==> src/rtl/commit_unit.sv <==
// -----------------------------------------------------------------------------
// commit_unit
//
// Retires the instruction at the head of the reorder buffer, one at a time.
// ALU results are written to the register file in a single RETIRE cycle.
// Stores are presented to memory and held until memory acknowledges them,
// then retired in a single ST_RETIRE cycle. Every output comes from a
// register, so downstream logic sees clean, glitch-free strobes.
//
// Parameters
//   COUNT_WIDTH   width of the retired-instruction counter (wraps)
//
// Ports
//   clock         single clock, all state changes on the rising edge
//   reset         asynchronous, active-high
//   head_entry    ROB head entry (ROB_ENTRY struct)
//   head_ready    head entry has its value and address ready
//   head_tag      ROB tag of the head entry
//   mem_ack       memory accepted the current store
//   commit_pop    one-cycle pulse; ROB advances head at end of this cycle
//   rf_wr_en      register-file write strobe
//   rf_wr_idx     destination register
//   rf_wr_data    register-file write data
//   rf_wr_tag     tag being retired, for map-table clear
//   mem_req       store request, held until acknowledged
//   mem_addr      store address
//   mem_data      store data
//   mem_size      store size code copied from the entry
//   retired_count instructions retired since reset
//   store_busy    high while a store request is outstanding
// -----------------------------------------------------------------------------

`ifndef XLEN
`define XLEN 32
`endif
`ifndef ROB_TAG_LEN
`define ROB_TAG_LEN 4
`endif

package commit_unit_pkg;

   typedef struct packed {
      logic              valid;
      logic              wr_mem;
      logic [4:0]        dest_reg;
      logic [`XLEN-1:0]  dest_addr;
      logic [`XLEN-1:0]  value;
      logic              store_dep;
      logic [2:0]        mem_size;
      logic              value_ready;
      logic              address_ready;
   } ROB_ENTRY;

endpackage

module commit_unit
   import commit_unit_pkg::*;
#(
   parameter int COUNT_WIDTH = 32
)
(
   input  logic                    clock,
   input  logic                    reset,
   input  ROB_ENTRY                head_entry,
   input  logic                    head_ready,
   input  logic [`ROB_TAG_LEN-1:0] head_tag,
   input  logic                    mem_ack,
   output logic                    commit_pop,
   output logic                    rf_wr_en,
   output logic [4:0]              rf_wr_idx,
   output logic [`XLEN-1:0]        rf_wr_data,
   output logic [`ROB_TAG_LEN-1:0] rf_wr_tag,
   output logic                    mem_req,
   output logic [`XLEN-1:0]        mem_addr,
   output logic [`XLEN-1:0]        mem_data,
   output logic [2:0]              mem_size,
   output logic [COUNT_WIDTH-1:0]  retired_count,
   output logic                    store_busy
);

   typedef enum logic [1:0] {
      IDLE,
      RETIRE,
      ST_REQ,
      ST_RETIRE
   } state_t;

   state_t                  state;
   logic [`ROB_TAG_LEN-1:0] store_tag;
   logic                    head_accept;
   logic                    unused_head_bits;

   // The per-field readiness bits and the store dependency are already
   // summarised by head_ready, so they are deliberately not consulted here.
   assign unused_head_bits = ^{head_entry.store_dep,
                               head_entry.value_ready,
                               head_entry.address_ready};

   // A head is only taken when it is both valid and fully ready.
   assign head_accept = head_entry.valid && head_ready;

   // Single Moore FSM. Outputs are loaded on the edge that enters a state so
   // they are valid for the whole cycle spent in that state. The head entry
   // is only sampled in IDLE; later states work from the latched copy held in
   // the output registers (and store_tag), so the ROB may change its head
   // freely once the pop has been issued. Data outputs are zeroed whenever
   // they are not meaningful so an idle unit shows no activity at all.
   always_ff @(posedge clock or posedge reset) begin
      if (reset) begin
         state         <= IDLE;
         store_tag     <= '0;
         commit_pop    <= 1'b0;
         rf_wr_en      <= 1'b0;
         rf_wr_idx     <= '0;
         rf_wr_data    <= '0;
         rf_wr_tag     <= '0;
         mem_req       <= 1'b0;
         mem_addr      <= '0;
         mem_data      <= '0;
         mem_size      <= '0;
         retired_count <= '0;
         store_busy    <= 1'b0;
      end else begin
         case (state)
            IDLE: begin
               if (head_accept && !head_entry.wr_mem) begin
                  state         <= RETIRE;
                  commit_pop    <= 1'b1;
                  rf_wr_en      <= (head_entry.dest_reg != 5'd0);
                  rf_wr_idx     <= head_entry.dest_reg;
                  rf_wr_data    <= head_entry.value;
                  rf_wr_tag     <= head_tag;
                  retired_count <= retired_count + COUNT_WIDTH'(1);
               end else if (head_accept) begin
                  state      <= ST_REQ;
                  mem_req    <= 1'b1;
                  store_busy <= 1'b1;
                  mem_addr   <= head_entry.dest_addr;
                  mem_data   <= head_entry.value;
                  mem_size   <= head_entry.mem_size;
                  store_tag  <= head_tag;
               end
            end

            RETIRE: begin
               state      <= IDLE;
               commit_pop <= 1'b0;
               rf_wr_en   <= 1'b0;
               rf_wr_idx  <= '0;
               rf_wr_data <= '0;
               rf_wr_tag  <= '0;
            end

            ST_REQ: begin
               // The request fields stay untouched until memory accepts, so
               // they are stable for the whole time mem_req is high.
               if (mem_ack) begin
                  state         <= ST_RETIRE;
                  mem_req       <= 1'b0;
                  store_busy    <= 1'b0;
                  mem_addr      <= '0;
                  mem_data      <= '0;
                  mem_size      <= '0;
                  commit_pop    <= 1'b1;
                  rf_wr_tag     <= store_tag;
                  retired_count <= retired_count + COUNT_WIDTH'(1);
               end
            end

            ST_RETIRE: begin
               state      <= IDLE;
               commit_pop <= 1'b0;
               rf_wr_tag  <= '0;
            end

            default: begin
               state <= IDLE;
            end
         endcase
      end
   end

endmodule
==> config.mk <==
export PLATFORM = sky130hd
export DESIGN_NAME = commit_unit
export DESIGN_NICKNAME = d
export VERILOG_FILES = /design/src/rtl/commit_unit.sv
export SDC_FILE = /design/constraint.sdc
export NUM_CORES = 1
export LEC_CHECK = 0
export BUFFER_PORTS_ARGS = -buffer_cell sky130_fd_sc_hd__buf_2
export CAP_MARGIN = 20
export CORE_ASPECT_RATIO = 1.4
export CORE_MARGIN = 1
export CORE_UTILIZATION = 25
export DETAILED_ROUTE_END_ITERATION = 10
export MAX_ROUTING_LAYER = met4
export PLACE_DENSITY = 0.53
export SETUP_SLACK_MARGIN = 0.02
export SLEW_MARGIN = 20
export SYNTH_ARGS = -nofsm -noshare
export SYNTH_HDL_FRONTEND = slang
export SYNTH_SLANG_ARGS = --single-unit
==> constraint.sdc <==
create_clock -name clock -period 8.2 [get_ports clock]
set_clock_uncertainty 0.05 [all_clocks]
set_input_delay 1.23 -clock clock [delete_from_list [all_inputs] [get_ports clock]]
set_output_delay 1.23 -clock clock [all_outputs]
set_load 0.02 [all_outputs]
Word level (Yosys, flattened, before mapping):

Index checks and enable logic that the tools add are counted.

* logic and storage cells: 70
* bits in registers: 149
* input bits: 85
* output and inout port bits: 144

* add/sub/neg operators: 1
* reductions and logical operators: 14
* bitwise gates (word level): 1
* mux-type cells: 34
* eq/ne operators: 8

Operators with widths (count)
* 2-to-1 mux 32 bit: 8
* case mux 32 bit (2 select lines): 4
* adder 32 x 1 -> 32 bit (second input constant): 1
* case mux 4 bit (3 select lines): 1
* case mux 5 bit (2 select lines): 1
* 2-to-1 mux 3 bit: 3
* 2-to-1 mux 4 bit: 2
* inequality test 2 bit (second input constant): 4
* 2-to-1 mux 1 bit: 6
* 2-to-1 mux 2 bit: 3
* case mux 2 bit (3 select lines): 1
* case mux 3 bit (2 select lines): 1
* AND reduction 2 bit: 3
* AND reduction 3 bit: 2
* 2-to-1 mux 5 bit: 1
* nonzero test 5 bit: 1
* equality test 2 bit (second input constant): 2
* case mux 1 bit (2 select lines): 2
* AND reduction 4 bit: 1
* nonzero test 2 bit: 2
* inequality test 3 bit (second input constant): 1
* case mux 1 bit (3 select lines): 1
* equality test 2 x 1 -> 1 bit (second input constant): 1
* logical AND 1 bit: 2
* other kinds (4): 4

Longest topological paths before layout:

Gate-level depths: netlist of the first run.

* word-level depth: 4
* mapped depth: 8
* depth with buffers taken out: 6

Worst setup path after synthesis of the first run:

Ideal clock, no wire load.

* kind: input to register
* from: input port head_entry[75] in the netlist's numbering
* to: register retired_count[22]
* stages: 5
* required time: 8.020 ns
* arrival time: 2.316 ns
* slack: 5.704 ns
* library setup time: 0.130 ns
* path buffers: 0
* cells stage by stage: nand4bb_4 a21o_1 nor4_4 nand3_1 xnor2_1

* longest elaborated chain between the ends: 4

Ends and longest elaborated chain
* start: declaration: RTL line 64 `input ROB_ENTRY head_entry,`
* logical NOT 1 bit: RTL line 126 `if (head_accept && !head_entry.wr_mem) begin`
* logical AND 1 bit: RTL line 126
* inequality test 2 bit (no line)
* AND reduction 3 bit (no line)
* end signal: assignment: RTL line 133 `retired_count <= retired_count + COUNT_WIDTH'(1);`
* end signal: assignment: RTL line 166 `retired_count <= retired_count + COUNT_WIDTH'(1);`
* end: declaration: RTL line 77 `output logic [COUNT_WIDTH-1:0] retired_count,`

Every way passes these cells.
A chain may end at the register's enable or synchronous reset.

Final worst setup path of the first run:

* from: input port head_entry[76] in the netlist's numbering
* to: register mem_size[0]

* longest elaborated chain between the ends: 4
* elaborated cells between the ends (all ways): 5
* those cells by class: eq/ne: 2; reduce/logical: 3

Ends and longest elaborated chain
* logical AND 1 bit *: RTL line 100 `assign head_accept = head_entry.valid && head_ready;`
* logical AND 1 bit: RTL line 126
* inequality test 2 bit (no line)
* AND reduction 4 bit (no line) *
* end signal: assignment: RTL line 140 `mem_size <= head_entry.mem_size;`
* end: declaration: RTL line 76 `output logic [2:0] mem_size,`

Every way passes the cells marked *; elsewhere a longest branch is shown, timed or not.

==> summary.md, run 1 <==
| Metric | Value |
|---|---|
| Status | finished clean |
| P&R area growth vs syn | 33.8% |
| Number of global-route vias before repair | 4,824 |
| Leakage power | 4.14 nW |
| Final hold vios | 0 |
| Startpoint type of the worst setup path | primary input |
| Final setup viols | 0 |
| Core Area | 23,300 µm² |
| Syn avg cell area | 10.7 µm² |
| Post-synthesis cell count | 554 |
| Crit path DAT | 3140 ps |
| Clock buffer depth | 2 |
| I/O Pins | 229 |
| Syn_nets | 640 |
| Post-synth EDFFs | 0 |
| Hold depth | 1 |
| Post-DRT Antenna Nets | 0 |
| Fmax | 341 MHz |
| Hold Crit Class | register to register |
| Via count | 4,758 |
| CP cell instances | buf_2 -> nand2_1 -> nor3_1 -> and2_4 -> buf_4 -> o21ai_0 |
| First-pass GRT wire length | 26,400 µm |
| Placed Cells incl. Taps | 1,056 |
| Clock Tree Root | clkbuf_16 |
| Top cell type by total area after synthesis | dfrtp_1 |
| Worst R2R Setup Slack | 5540 ps |
| Most used DFF post-synth | dfrtp_1 |
| Final Net Count | 855 |
| Hold buffer count at cts | 0 |
| Worst setup slack after layout | 5270 ps |
| Crit-path max FO | 106 |
| Worst Tran Pin Value | 970 ps |
| Crit path kind | primary input to register |
| 1st-pass router iterations | 5 |
| Synthesized flop and latch total | 149 |
| Worst Hold Endpoint | retired_count[31] |
| Crit share post-route | 35.8% |
| Clock latency on the worst-skew pair | 420 ps |
| Pre-CTS WS | 4790 ps |
| Vias per cell | 4.37 |
| PD cells | 373 nW/µm² |
| Initial antenna violation count | 1 |
| Die area | 24,400 µm² |
| Top-count cell post-synth | nand2_1 |
| Post-synth top area share | 62.6% |
| YS warnings | 0 |
| Cell family with most CP delay | buffers and inverters |
| Synth top cells by count | nand2_1, dfrtp_1, o21ai_0 |
| Syn Std Cell Area | 5950 µm² |
| DR WL/cell | 15.4 µm |
| Min Tclk post-route | 2930 ps |
| H-tree levels | 4 |
| Required @ worst endpoint | 8410 ps |
| Starting density of the core | 25.6% |
| HPWL after DPL | 11,300 µm |
| MaxCap Viol Count | 0 |
| Sequential-to-total area share from yosys stat | 62.6% |
| Die height | 185 µm |
| Fin. max-slew vios | 0 |
| CP endpoint kind | register |
| GP Congestion | 0.766 |
| CTS Buf Count | 17 |
| Non-Filler Instances | 1,088 |
| Worst-path clk slew | 60 ps |
| Hold slack | 424 ps |
| Launching point of the worst reg2reg path | state[0] |
| Hold Startpoint | retired_count[31] |
| Num Clock Sinks | 149 |
| Die X-Extent | 132 µm |
| Ys async rst share | 100% |
| Worst relative slew slack | 35.3% |
| Worst reg2reg path depth | 4 |
| DRC | 0 |
| FP Rows | 66 |
| DR iter-0 viols | 204 |
| Post-Route WL | 16,700 µm |
| Slowest library cell on the worst path | buf_4 |
| Port buffer count | 225 |
| Ratio of cells with drive above 1 in the final layout | 34.8% |
| Buffers plus inverters on the worst setup path | 2 |
| RSZ-0062 raised after global routing | false |
| CTS resizes | 0 |
| Gr ovfl total | 0 |
| Synth cell types | 34 |
| Worst ir drop on vdd | 0.156 mV |
| Worst reg2reg endpoint | mem_size[0] |
| GRT Overall Usage | 14.6% |
| Largest cells by area after synthesis | dfrtp_1, nand2_1, o21ai_0, a22o_1, xnor2_1 |
| Pin count of the biggest net entering global routing | 107 |
| Post-CTS setup buffer count | 0 |
| Slowest Stage Delay on Critical Path | 770 ps |
| CTS tree | built |
| TNS Setup | 0 ps |
| Fillers | 2,444 |
-- worst max-delay path by stage --
stage | start | endpoint | slack, ps | cells past startpoint
2_1_floorplan | reset | commit_pop | 2910 | 1
3_3_place_gp | head_ready | mem_data[12] | 4880 | 6
3_5_place_dp | head_entry[76] | mem_data[17] | 4790 | 6
4_1_cts | head_entry[76] | mem_data[28] | 5240 | 6
5_1_grt | head_entry[76] | mem_data[6] | 5000 | 6
6_report | head_entry[76] | mem_size[0] | 5270 | 6
-- power breakdown --
part           internal, mW  switching, mW  total [mW]
Combinational         0.347          0.674        1.02
Clock                 0.462          0.316       0.777
Sequential             1.00          0.169        1.17
Total                  1.81           1.16        2.97
-- layout make-up --
| type | count | area (µm²) | area share [%] |
|---|---|---|---|
| antenna | 1 | 2.50 | 0.0314 |
| clock buffer | 19 | 453 | 5.69 |
| clock inverter | 12 | 131 | 1.65 |
| inverter | 2 | 12.5 | 0.157 |
| multi-input combinational | 368 | 2080 | 26.1 |
| sequential | 149 | 3730 | 46.8 |
| tap | 306 | 383 | 4.81 |
| timing repair buffer | 231 | 1170 | 14.7 |
-- kinds of logic (layout without fill, tap and decap cells) --
family          after synthesis  count (layout)  share of synthesized area (%)
compound gates              113             113                           12.3
mux                           5               5                          0.862
xor+xnor                     31              31                           4.56
simple gates                218             218                           16.7
buf+inv                      37             264                           2.77
flops                       149             149                           62.6
other cells                   0               1                              0
fa+ha+maj                     1               1                          0.210
-- stage by stage --
step	power [mW]	instance area [µm²]	util (%)
after floorplan	1.80	5950	-
after global placement	2.20	7370	31.6
after detailed placement	2.22	7380	31.7
after CTS	3.01	7960	34.2
after global routing	3.15	7970	34.2
final	2.97	7970	34.2
-- flip-flops by register name, summed over array words and instances, names as in the netlist --
register / cells
commit_pop: 1
mem_addr: 32
mem_data: 32
mem_size: 3
retired_count: 32
rf_wr_data: 32
rf_wr_en: 1
rf_wr_idx: 5
rf_wr_tag: 4
state: 2
store_busy: 1
store_tag: 4
-- placed cells by master (no fill, tap or decap), types with 2 or more instances in the layout --
| cell | instances |
|---|---|
| nor4_1 | 2 |
| clkinvlp_4 | 4 |
| clkbuf_8 | 2 |
| nand4_1 | 9 |
| nand2_1 | 164 |
| bufinv_16 | 2 |
| nand3_1 | 8 |
| dfrtp_1 | 149 |
| o21ai_0 | 69 |
| xor2_1 | 12 |
| clkinv_2 | 3 |
| xnor2_1 | 19 |
| buf_2 | 225 |
| nor3_1 | 2 |
| and4_1 | 5 |
| and3_1 | 7 |
| nor2_1 | 10 |
| and2_1 | 2 |
| buf_4 | 5 |
| a22o_1 | 37 |
| clkbuf_16 | 17 |
| a211oi_1 | 4 |
| clkinv_4 | 3 |
| mux2i_1 | 4 |
-- layer usage --
layer	part of all wire, %	vias to the layer above	track usage (%)	routed length [µm]
met2	52	145	24.9	8630
met1	41	2284	16.2	6880
li1	-	2312	-	-
met4	1.6	0	5.29	266
met3	5.6	17	4.13	928
met5	0	-	-	0
(Power assumes the default switching activity.)
==> run 2: changes to the inputs <==
==> constraint.sdc (replaced) <==
create_clock -name clock -period 2.75 [get_ports clock]
set_clock_uncertainty 0.05 [all_clocks]
set_input_delay 0.4125 -clock clock [delete_from_list [all_inputs] [get_ports clock]]
set_output_delay 0.4125 -clock clock [all_outputs]
set_load 0.02 [all_outputs]
==> run 2 against run 1 <==
Effect of this change:
- cell count rose by 0.37%
- routed wire length fell by 1.1%
- sequential power rose to 3.0 times the previous value
- die area did not move
- total power rose to 3.0 times the previous value
- global-route usage fell by 0.16 points
- clock-buffer cell count rose by 1
==> summary.md, run 2 (synthesis gave the netlist of run 1 again) <==
| Metric | Value |
|---|---|
| Post-Route WL | 16,500 µm (-1.1%) |
| Fin. max-slew vios | 0 (unchanged) |
| Leakage power | 4.19 nW (+1.3%) |
| CP endpoint kind | register |
| Final instance area | 8090 µm² (+1.5%) |
| DR WL/cell | 15.1 µm (-1.4%) |
| GRT Overall Usage | 14.4% (-0.16 points) |
| CTS resizes | 0 (unchanged) |
| DRC | 0 (unchanged) |
| Commonest non-fill, non-tap cells in the layout | buf_2, nand2_1, dfrtp_1, o21ai_0, a22o_1 |
| P&R area growth vs syn | 35.8% |
| Final setup viols | 0 (unchanged) |
| Via count | 4,731 (-0.57%) |
| Final hold vios | 0 (unchanged) |
| Metal2 WL | 8270 µm (-4.2%) |
| Routed wire length on met3 | 852 µm (-8.2%) |
| CTS Buf Count | 17 (unchanged) |
| Starting density of the core | 25.6% (unchanged) |
| Fmax | 470 MHz |
| Dpl cell area | 7470 µm² (+1.2%) |
| Highest Signal Layer | met4 |
| Worst Tran Pin Value | 631 ps (-340 ps) |
| Worst reg2reg path depth | 5 (+1) |
| Worst relative slew slack | 57.9% (+23 points) |
| Min Tclk post-route | 2130 ps |
| Core Area | 23,300 µm² (unchanged) |
| Hold buffer count at cts | 0 (unchanged) |
| FP Rows | 66 (unchanged) |
| First-pass GRT wire length | 26,000 µm (-1.3%) |
| Most common cell after layout, fill and taps aside | buf_2 |
| Clock latency on the worst-skew pair | 410 ps (about the same) |
| I/O Pins | 229 (unchanged) |
| Worst R2R Setup Slack | 620 ps (-4920 ps) |
| Hold slack | 31.8 ps (-392 ps) |
| Crit-path max FO | 10 (-91%) |
| Clock Tree Root | clkbuf_16 |
| Die height | 185 µm (unchanged) |
| Non-Filler Instances | 1,092 (+0.37%) |
| Crit path kind | register to register |
| 1st-pass router iterations | 4 (-1) |
| Gr ovfl total | 0 (unchanged) |
| Worst-path clk slew | 60 ps (about the same) |
| Pin count of the biggest net entering global routing | 69 (-36%) |
| Crit path DAT | 2380 ps (-760 ps) |
| Startpoint type of the worst setup path | register |
| Required @ worst endpoint | 3000 ps (-5410 ps) |
| Die X-Extent | 132 µm (unchanged) |
| Num Clock Sinks | 149 (unchanged) |
| Worst ir drop on vdd | 0.450 mV (+190%) |
| Met1 WL | 7200 µm (+4.6%) |
| Initial antenna violation count | 3 (+2) |
| Clock buffer depth | 2 (unchanged) |
| Final Net Count | 859 (+0.47%) |
| Crit share post-route | 77.4% |
| HPWL after DPL | 11,400 µm (+0.66%) |
| Status | finished clean |
| CTS tree | built |
| H-tree levels | 4 (unchanged) |
| MaxCap Viol Count | 0 (unchanged) |
| Pre-CTS WS | 582 ps (-4210 ps) |
| PD cells | 1110 nW/µm² (+200%) |
| Vias per cell | 4.33 (-0.93%) |
| Worst reg2reg endpoint | retired_count[31] |
| Hold Crit Class | primary input to async pin |
| Placed Cells incl. Taps | 1,060 (+0.38%) |
| Post-DRT Antenna Nets | 0 (unchanged) |
| GP Congestion | 0.744 (-2.8%) |
| Port buffer count | 225 (unchanged) |
| Number of global-route vias before repair | 4,773 (-1.1%) |
| TNS Setup | 0 ps (unchanged) |
| Launching point of the worst reg2reg path | state[1] |
| Post-CTS setup buffer count | 0 (unchanged) |
| Ratio of cells with drive above 1 in the final layout | 34.9% (+0.039 points) |
| DR iter-0 viols | 162 (-21%) |
| Worst setup slack after layout | 621 ps (-4640 ps) |
| Die area | 24,400 µm² (unchanged) |
| RSZ-0062 raised after global routing | false |
run 2: routing by layer:
| layer | vias to the layer above | global-route usage [%] |
|---|---|---|
| met3 | 15 | 4.02 |
| met1 | 2247 | 16.8 |
| met5 | - | - |
| met2 | 149 | 24.0 |
| li1 | 2320 | - |
| met4 | 0 | 4.64 |
run 2: cell type report:
class / instances / area, µm²
diodes: 3 / 7.51
multi-input cells: 368 / 2080
repair buffers: 235 / 1260
clock buffers: 20 / 457
inverters: 2 / 11.3
well taps: 306 / 383
clock inverters: 9 / 154
fillers: 2430 / 15200
flip-flops and latches: 149 / 3730
run 2: stage by stage:
| stage | power, mW | util [%] |
|---|---|---|
| 2_1_floorplan | 5.37 | - |
| 3_3_place_gp | 6.61 | 32.1 |
| 3_5_place_dp | 6.64 | 32.1 |
| 4_1_cts | 9.16 | 34.7 |
| 5_1_grt | 9.56 | 34.7 |
| 6_report | 8.98 | 34.7 |
run 2: worst max-delay path by stage:
stage,from,endpoint,slack (ps),cells after the start
detailed placement,state[1],retired_count[31],580,5
global placement,state[1],retired_count[31],600,5
CTS,state[1],retired_count[31],580,5
floorplan,reset,commit_pop,410,1
finish,state[1],retired_count[31],620,5
global route,state[1],retired_count[31],440,5
run 2: critical path: stages, from the launching register on:
cell and delay, ps:
dfrtp_1 600, nand2_1 220, a211oi_4 370, and3_1 440, nand4_1 170, xnor2_1 150
run 2: power by group:
part	internal [mW]	switching [mW]
clock	1.55	0.888
sequential	2.98	0.479
combinational	1.06	2.02
total	5.59	3.39
